File: src/rtl/regfile_wb_scheduler.sv
// Write-port owner for the 32x32 register file: zero-fill after reset or on request,
// then round-robin arbitration of the ALU (A) and load (B) writeback requesters.
//
// state | meaning
// CLEAR | zero-filling registers 0..NUM_REGS-1, one per cycle; no grants
// RUN   | arbitrating A/B writebacks; clear_req sends us back to CLEAR
module regfile_wb_scheduler #(
    parameter int DATA_W   = 32,
    parameter int ADDR_W   = 5,
    parameter int NUM_REGS = 32
) (
    input  logic              clk,
    input  logic              reset,
    input  logic              clear_req,
    input  logic              a_valid,
    input  logic [ADDR_W-1:0] a_addr,
    input  logic [DATA_W-1:0] a_data,
    output logic              a_ready,
    input  logic              b_valid,
    input  logic [ADDR_W-1:0] b_addr,
    input  logic [DATA_W-1:0] b_data,
    output logic              b_ready,
    output logic              reg_write,
    output logic [ADDR_W-1:0] write_reg,
    output logic [DATA_W-1:0] write_data,
    output logic              init_done,
    output logic              zero_drop
);

    typedef enum logic {S_CLEAR, S_RUN} state_t;

    localparam logic [ADDR_W-1:0] LAST_REG = ADDR_W'(NUM_REGS - 1);

    state_t            state_q, state_d;
    logic [ADDR_W-1:0] clr_cnt_q, clr_cnt_d;
    logic              rr_ptr_q, rr_ptr_d;   // 0 = A next in line, 1 = B
    logic              reg_write_d, init_done_d, zero_drop_d;
    logic [ADDR_W-1:0] write_reg_d;
    logic [DATA_W-1:0] write_data_d;
    logic              grant_a, grant_b, run_ok;

    assign grant_a = a_valid && (!b_valid || !rr_ptr_q);
    assign grant_b = b_valid && (!a_valid ||  rr_ptr_q);
    assign run_ok  = (state_q == S_RUN) && !clear_req;
    assign a_ready = grant_a && run_ok;
    assign b_ready = grant_b && run_ok;

    always_ff @(posedge clk or posedge reset) begin
        if (reset) begin
            state_q    <= S_CLEAR;
            clr_cnt_q  <= '0;
            rr_ptr_q   <= 1'b0;
            reg_write  <= 1'b0;
            write_reg  <= '0;
            write_data <= '0;
            init_done  <= 1'b0;
            zero_drop  <= 1'b0;
        end else begin
            state_q    <= state_d;
            clr_cnt_q  <= clr_cnt_d;
            rr_ptr_q   <= rr_ptr_d;
            reg_write  <= reg_write_d;
            write_reg  <= write_reg_d;
            write_data <= write_data_d;
            init_done  <= init_done_d;
            zero_drop  <= zero_drop_d;
        end
    end

    always_comb begin
        state_d      = state_q;
        clr_cnt_d    = clr_cnt_q;
        rr_ptr_d     = rr_ptr_q;
        reg_write_d  = 1'b0;
        write_reg_d  = write_reg;
        write_data_d = write_data;
        init_done_d  = init_done;
        zero_drop_d  = 1'b0;

        case (state_q)
            S_CLEAR: begin
                reg_write_d  = 1'b1;
                write_reg_d  = clr_cnt_q;
                write_data_d = '0;
                init_done_d  = 1'b0;
                if (clr_cnt_q == LAST_REG) begin
                    state_d     = S_RUN;
                    init_done_d = 1'b1;
                    clr_cnt_d   = '0;
                end else begin
                    clr_cnt_d = clr_cnt_q + 1'b1;
                end
            end
            S_RUN: begin
                if (clear_req) begin
                    state_d     = S_CLEAR;
                    init_done_d = 1'b0;
                    clr_cnt_d   = '0;
                end else if (a_ready) begin
                    // $0 writes are consumed but never reach the register file
                    reg_write_d  = (a_addr != '0);
                    zero_drop_d  = (a_addr == '0);
                    write_reg_d  = a_addr;
                    write_data_d = a_data;
                    rr_ptr_d     = 1'b1;
                end else if (b_ready) begin
                    reg_write_d  = (b_addr != '0);
                    zero_drop_d  = (b_addr == '0);
                    write_reg_d  = b_addr;
                    write_data_d = b_data;
                    rr_ptr_d     = 1'b0;
                end
            end
            default: state_d = S_CLEAR;
        endcase
    end

endmodule
File: config.mk
export PLATFORM = sky130hd
export DESIGN_NAME = regfile_wb_scheduler
export DESIGN_NICKNAME = d
export VERILOG_FILES = /design/src/rtl/regfile_wb_scheduler.sv
export SDC_FILE = /design/constraint.sdc
export NUM_CORES = 1
export LEC_CHECK = 0
export ABC_AREA = 0
export ABC_CLOCK_PERIOD_IN_PS = 1900
export CORE_ASPECT_RATIO = 0.9
export CORE_MARGIN = 1
export CORE_UTILIZATION = 36
export CTS_CLUSTER_DIAMETER = 40
export CTS_CLUSTER_SIZE = 40
export DETAILED_ROUTE_END_ITERATION = 7
export GPL_TIMING_DRIVEN = 0
export PLACE_DENSITY = 0.76
export SETUP_SLACK_MARGIN = 0.3
export SLEW_MARGIN = 10
export SYNTH_ARGS = -nofsm -noshare
export SYNTH_HDL_FRONTEND = slang
export SYNTH_SLANG_ARGS = --single-unit
export TNS_END_PERCENT = 5
File: constraint.sdc
create_clock -name clk -period 1.9 [get_ports clk]
set_input_delay 0.57 -clock clk [delete_from_list [all_inputs] [get_ports clk]]
set_output_delay 0.57 -clock clk [all_outputs]
set_load 0.02 [all_outputs]
==> results.yml, run 1 <==
run_status:
  outcome: "finished with violations"
  failed_checks: "negative setup slack"
die:
  start_util_pct: 37.2
  chipHeight_um: 80.1
  design.portCount: 121
  die_x_um: 88.7
  placementRows: 28
  core_area_sq_um: 6550
  die_area_sq_um: 7100
cts:
  clk_pin_slew_ps: 80
  cts_tree: "yes"
  insertion_delay_ps: 290
  numClockSinks: 47
  cts_made_buffers: 5
  cts_root_buffer: "clkbuf_8"
  cts-htree-levels: 2
  hold_buffers: 0
  cts_buffer_depth: 2
synth:
  synth.most_common_cell: "dfrtp_1"
  synth_commonest_cells: "dfrtp_1 (47), mux2i_1 (36), o211ai_1 (32)"
  netlist-cell-type-count: 38
  synthTopCellsByArea: "dfrtp_1 (48%), mux2i_1 (15%), o211ai_1 (9.9%), o21ai_0 (4.9%), clkbuf_1 (2.3%)"
  synth_top_area_share_pct: 48.3
  syn_nets: 313
  avgSynthCellArea_sq_um: 10.5
  synth_area_sq_um: 2440
  synth_area_leader_cell: "dfrtp_1"
  async_reset_ff_share_pct: 100
  synth_warnings: 0
  ys.flop_type: "dfrtp_1"
  synth_edf_count: 0
  netlist_instances: 232
  ys_seq_area_share_pct: 48.3
  ys_ff_latch: 47
cells_and_area:
  synthToLayoutAreaGrowth_pct: 63.4
  multiInputGateArea_sq_um: 1160
  largest_reg_flops: 32
  nFillCells: 585
  insertedDiodeCount: 0
  nets: 449
  register_area_sq_um: 1180
  drive_gt1_share_pct: 13.6
timing:
  setup_violations: 2
  hold_viol: 0
  rsz0062_at_grt: "yes"
  fin_ws_ps: -80.1
  post-route-period-util_pct: 104
  fin_worst_skew_ps: 9.47
  fmax_mhz: 505
  slew-limit-headroom_pct: 63.0
  min_period_ps: 1980
  whs_ps: 481
  slew_violations: 0
  tightest_slew_ps: 554
grt:
  grtUsageTotal_pct: 21.8
  met1_usage_pct: 28.7
  grt_pass1_vias: 2405
  overflow: 0
  grt-busiest-layer: "met2"
  antenna_found_initial: 0
  grt_max_degree: 25
  use_met2_pct: 36.2
  grt_first_pass_wirelength_um: 11800
  grt_use_met3_pct: 5.34
worst_hold_path:
  hold_class: "reg2reg"
flow_run:
  cap_violations: 0
pwr:
  power.density_nw_per_um2: 783
  peakVddDrop_v: 0.000339
  total_power_uw: 3120
  leakage_uw: 0.00187
setup_path:
  crit_fanout: 2
  crit_arrival_ps: 1410
  worstSetupStartpointType: "flip-flop"
  crit_type: "reg2out"
  endpoint_kind: "primary output"
  required_ps: 1330
drt:
  detail_route.wl_per_cell_um: 16.2
  routed_wirelength_um: 7380
  dr.pass1.iters: 4
  viasPerCell: 5.30
  postRouteAntennaNets: 0
  drc: 0
  drtIter0Drc: 78
  vias: 2421
placement:
  io_buffers: 118
  dpl.hpwl_um: 5250
  detailedPlace.worstSlack_ps: -748
  routabilityCongestion: 0.807
[per-stage QoR]
step / TNS [ps] / utilization (%) / cell area [sq um] / cells
floorplan: -77.7 / - / 2480 / 232
global placement: -44120 / 57.7 / 3780 / 440
detailed placement: -9560 / 58.1 / 3800 / 441
CTS: -85.2 / 59.9 / 3920 / 455
global route: -171 / 60.8 / 3980 / 457
finish: -81.5 / 60.8 / 3980 / 457
[critical path, stage by stage (launching register included)]
cell	delay, ps
dfrtp_1	400
a21bo_1	180
buf_6	120
buf_12	120
buf_12	110
nor2_4	70
buf_6	110
[layout make-up]
class                   count  share of cell area, %
repair buffers            129                   31.4
flip-flops and latches     47                   29.6
multi-input cells         154                   29.1
plain buffers              23                   4.59
well taps                  90                   2.83
clock buffers               6                   1.82
inverters                   8                  0.754
[metal layers]
layer / routed length, um / vias up
met1: 3150 / 1189
li1: - / 1132
met2: 3630 / 95
met3: 558 / 5
met4: 40 / 0
met5: 0 / -
[layout by cell type, fill, tap and decap left out, drive strengths merged, types with 2 or more instances in the layout]
master,count
a211o,2
a21oi,3
a31oi,2
buf,25
clkbuf,20
clkdlybuf4s15,21
clkdlybuf4s50,72
dfrtp,47
dlygate4sd2,20
ha,2
inv,8
mux2i,36
nand2,6
nand2b,3
nand3,5
nor2,7
nor2b,2
o211ai,32
o21ai,34
o221ai,4
[cells by family after synthesis]
family,count (synthesis),synth area share [%]
buffers and inverters,31,6.16
flip-flops,47,48.3
multiplexers,37,15.2
AND/OR/NAND/NOR,28,5.60
adder cells (fa/ha/maj),2,1.03
XOR/XNOR,2,0.719
AO/OA/AOI/OAI,85,23.0
[worst paths after layout]
kind	start	depth (start not counted)	end	slack, ps
max	rr_ptr_q	6	a_ready	-80
min	init_done	2	init_done	480
max reg2reg	state_q	5	write_data[26]	390
min reg2reg	init_done	2	init_done	480
max in group asynchronous	reset	3	state_q	730
min in group asynchronous	reset	2	write_data[1]	640
[timing repair]
action	4_1_cts	5_1_grt
pin swaps	5	2
gates resized for setup	70	46
setup buffers	8	2
gates cloned	0	0
endpoints found under the setup margin	73	55
[power breakdown]
| part | internal [uW] | leakage, uW | switching, uW |
|---|---|---|---|
| Combinational | 654 | 0.00121 | 630 |
| Clock | 246 | 0.0000371 | 312 |
| Sequential | 1160 | 0.000627 | 116 |
| Total | 2060 | 0.00187 | 1060 |
Note: power is estimated with default switching activity, not from simulation.
==> inputs of run 2 (changes only) <==
- CORE_ASPECT_RATIO: 0.9 -> default
==> run 2 against run 1 <==
Effect of this change:
- the run ends with design-rule violations, negative setup slack left
- routed wire length is 5.1% lower
- register-to-register slack worse by 80 ps
- cell count is 3.5% lower
- hold slack better by 0.60 ps
- sequential power hardly changed
- non-clock buffer count is 5 lower
- global-route usage is 0.56 points lower
- clock power is 37% higher
- combinational power is 5% lower
- sequential share of layout area is 0.40 points higher
- flip-flop and latch count stayed put
- first-iteration DRC count is 31% higher
- critical endpoint unchanged
- largest cell class unchanged
- highest routed layer unchanged
==> results.yml, run 2 (synthesis results as in run 1) <==
run_status:
  outcome: "finished with violations"
  failed_checks: "design-rule violations, negative setup slack"
drt:
  viasPerCell: 5.24
  routed_wirelength_um: 7000
  detail_route.wl_per_cell_um: 15.9
  postRouteAntennaNets: 0
  dr.pass1.iters: 6
  drc: 14
  vias: 2313
  drtIter0Drc: 102
cts:
  clk_pin_slew_ps: 90
  hold_buffers: 0
  cts_made_buffers: 5
  insertion_delay_ps: 300
  numClockSinks: 47
  cts-htree-levels: 2
  cts_buffer_depth: 2
  cts_tree: "yes"
  cts_root_buffer: "clkbuf_8"
cells_and_area:
  nets: 444
  synthToLayoutAreaGrowth_pct: 61.3
  fin_cells: 441
  largest_reg_flops: 32
  drive_gt1_share_pct: 12.9
  mostFrequentLayoutCell: "clkdlybuf4s50_1"
  insertedDiodeCount: 0
  fin_util_pct: 60.9
  mostFrequentLayoutCells: "clkdlybuf4s50_1 (71), dfrtp_1 (46), mux2i_1 (36), o211ai_1 (32), clkdlybuf4s15_1 (28)"
grt:
  grtUsageTotal_pct: 21.3
  grt_first_pass_wirelength_um: 11900
  grt_max_degree: 29
  overflow: 0
  grt_pass1_vias: 2415
  antenna_found_initial: 0
setup_path:
  crit_type: "reg2out"
  crit_arrival_ps: 1450
  reg2reg_from: "state_q"
  cp_num_buf_inv: 4
  crit_fanout: 5
  reg2reg_slack_ps: 310
  required_ps: 1330
  worstSetupStartpointType: "flip-flop"
  cp_cell_sequence: "a21bo_1 > buf_6 > buf_12 > buf_12 > nor2_4 > buf_6"
  crit_path_max_incr_delay_ps: 420
  r2r_cells: 4
  endpoint_kind: "primary output"
  worstReg2RegEnd: "write_data[11]"
  slowest_stage: "dfrtp_1"
  cp_top_family: "buffers and inverters"
placement:
  placedCellCount: 428
  io_buffers: 118
  dpl.hpwl_um: 5170
  routabilityCongestion: 0.776
die:
  start_util_pct: 37.7
  die_x_um: 84.3
  die_area_sq_um: 7100
  design.portCount: 121
  core_area_sq_um: 6460
  placementRows: 29
  chipHeight_um: 84.3
timing:
  hold_viol: 0
  slew-limit-headroom_pct: 66.2
  whs_ps: 482
  tightest_slew_ps: 507
  fin_ws_ps: -119
  setup_violations: 1
  slew_violations: 0
  min_period_ps: 2020
  fmax_mhz: 495
  setup_tns_ps: -119
  post-route-period-util_pct: 106
  rsz0062_at_grt: "yes"
  fin_worst_skew_ps: 10.2
pwr:
  total_power_uw: 3260
  leakage_uw: 0.00181
  peakVddDrop_v: 0.000373
  power.density_nw_per_um2: 828
worst_hold_path:
  min_path_cells: 2
  hold_class: "in2reg"
  hold_end: "rr_ptr_q"
  hold_start: "b_valid"
flow_run:
  cap_violations: 0
run 2: cell count changes in the layout (fill, tap and decap cells not counted), sizes merged:
cell           delta
buf               -9
bufinv            +1
clkbuf            +9
clkdlybuf4s15     +7
clkdlybuf4s50     -1
clkinv            +1
dlygate4sd2      -11
run 2: worst max path at each step:
stage	start	end	slack [ps]	cells after the start
floorplan	a_valid	a_ready	-80	6
global placement	reset	write_reg[3]	-750	2
global route	rr_ptr_q	a_ready	-160	6
CTS	rr_ptr_q	a_ready	-120	6
finish	rr_ptr_q	a_ready	-120	6
detailed placement	clear_req	b_ready	-740	5
run 2: per-layer routing:
layer / global-route usage [%] / vias to the layer above / wire length [um]
met3: 5.70 / 11 / 467
met4: 6.27 / 0 / 98
met5: 0 / - / 0
met1: 27.7 / 1085 / 3030
met2: 34.8 / 90 / 3410
li1: - / 1127 / -
run 2: per-stage QoR:
stage / cell area [sq um] / worst slack (ps)
6_report: 3930 / -119
5_1_grt: 3930 / -157
4_1_cts: 3920 / -121
3_5_place_dp: 3780 / -738
3_3_place_gp: 3760 / -753
2_1_floorplan: 2480 / -77.7
run 2: final cells by class:
type                            instances  area [sq um]
Buffer                                 23           176
Clock buffer                            6          82.6
Clock inverter                          2          35.0
Fill cell                             599          2530
Inverter                                8          30.0
Multi-Input combinational cell        154          1140
Sequential cell                        47          1180
Tap cell                               77          96.3
Timing Repair Buffer                  124          1190
run 2: power by group:
part / internal (uW) / total, uW / switching [uW]
sequential: 1160 / 1290 / 124
clock: 426 / 765 / 339
combinational: 606 / 1210 / 599
run 2: repair_timing:
action,CTS,global route
gates resized for setup,70,49
endpoints found under the setup margin,77,70
buffers inserted,5,0
pin swaps,5,0
==> patch: new RTL, config.mk and constraints of run 2 <==
`NUM_REGS`: 32 -> 16.
--- a/src/rtl/regfile_wb_scheduler.sv
+++ b/src/rtl/regfile_wb_scheduler.sv
@@ -7,7 +7,7 @@
 module regfile_wb_scheduler #(
     parameter int DATA_W   = 32,
     parameter int ADDR_W   = 5,
-    parameter int NUM_REGS = 32
+    parameter int NUM_REGS = 16
 ) (
     input  logic              clk,
     input  logic              reset,
Formal check against the unedited RTL: no difference found for any inputs over 10 cycles, from zero or initial values and one cycle with reset high; that may be too few to reach the edited logic, so the function may still have changed.
==> patch against run 2 <==
Sequential share of layout area shrank 0.86 points; synthesized area shrank 0.67%; clock skew is essentially flat; the run still ends with design-rule violations, negative setup slack left; routed wire length grew 6.5%; largest power group is now combinational logic; design area grew 2.9%; synthesized cell count shrank 0.86%; power grew 8.9%; sequential cell count is the same; setup slack is essentially flat.
==> patch: results (changes against run 2) <==
GRT
  – Total Routing Usage GR: 21.8% (+0.53 points)
  – M2 GR Usage: 36.4% (+1.6 points)
  – Vias in the first global route: 2516 (+4.2%)
  – Met1 Usage GRT: 27.8% (+0.091 points)
  – Largest net degree at the start of global routing: 48 (+66%)

Layout
  – Share of cell area taken by multi-input logic gates: 28.2% (-0.84 points)
  – Buffers excl. clock: 162 (+10%)
  – NonClk Buf Share: 37.4% (+2.6 points)
  – Nets: 456 (+2.7%)

Logic synthesis
  – Synth Area in Compound Gates: 24.1% (+1.1 points)
  – Xor and xnor area share after synthesis: 0.362% (-0.36 points)
  – Synth unique cells: 37 (-2.6%)
  – Post-synthesis mux area share: 14.9% (-0.36 points)
  – Largest cells by area after synthesis: dfrtp_1 49%, mux2i_1 15%, o211ai_1 10%
  – Sequential-to-total area share from yosys stat: 48.6% (+0.32 points)
  – Syn nets: 310 (-0.96%)
  – Most common library cells after synthesis: 47 x dfrtp_1, 36 x mux2i_1, 35 x o21ai_0, 33 x o211ai_1, 14 x clkbuf_1

Timing
  – Max-slew headroom: 31.1% (-35 points)
  – Final setup fails: 1 (unchanged)
  – Slack of the critical path: -0.119 ns (+0.000445 ns)

Status
  – Outcome: complete, but fails checks
  – Failing checks: design-rule violations, negative setup slack

Placed design
  – IO buf count: 120 (+1.7%)

Worst setup path
  – Crit-path max FO: 7 (+2)
  – Crit-path max cell delay: 0.22 ns (-0.20 ns)
  – Reg2reg end: reg_write
  – FF-to-FF setup slack: 0.19 ns (-0.12 ns)
  – Crit path launch: a_valid
  – FF-to-FF path depth: 11 (+7)
  – Crit Reg-Reg Startpoint: rr_ptr_q

Routing
  – Routed WL: 7450 µm (+6.5%)
  – Metal2 WL: 3760 µm (+10%)
  – Met3 WL: 448 µm (-4.1%)
  – DRC: 11 (-3)
  – DRT iter0 DRCs: 154 (+51%)
  – Vias/cell: 5.40 (+2.9%)

Power and ir drop
  – Sequential power: 0.00133 W (+3%)
## patch: changes by cell type after synthesis, sizes merged, moves of 2 or more
cell	run 2	this run
nand2	6	3
o21ai	34	37
o22ai	1	4
nor2	7	5
## patch: stage by stage
step	setup slack, ns	cells	TNS, ns	hold slack, ns	util [%]
floorplan	0.0401	230	0	0.481	-
global placement	-1.20	427	-15.33	0.474	58.1
detailed placement	-1.21	427	-16.11	0.508	58.1
CTS	-0.106	452	-0.106	0.511	61.9
global route	-0.166	453	-0.176	0.486	63.0
finish	-0.119	453	-0.119	0.498	63.0
## patch: worst register-to-register path, delay by kind of cell (launching register included)
family	cells	cell delay (ns)
buffers and inverters	8	0.89
DFF	1	0.37
and+or+nand+nor	2	0.19
AOI/OAI and AO/OA	1	0.19
## patch: timing repair
action                                  in CTS  in global routing
resized for setup                           97                 54
setup buffers                               18                  1
pin swaps                                    6                  6
gates cloned                                 0                  0
endpoints found under the setup margin      84                 73
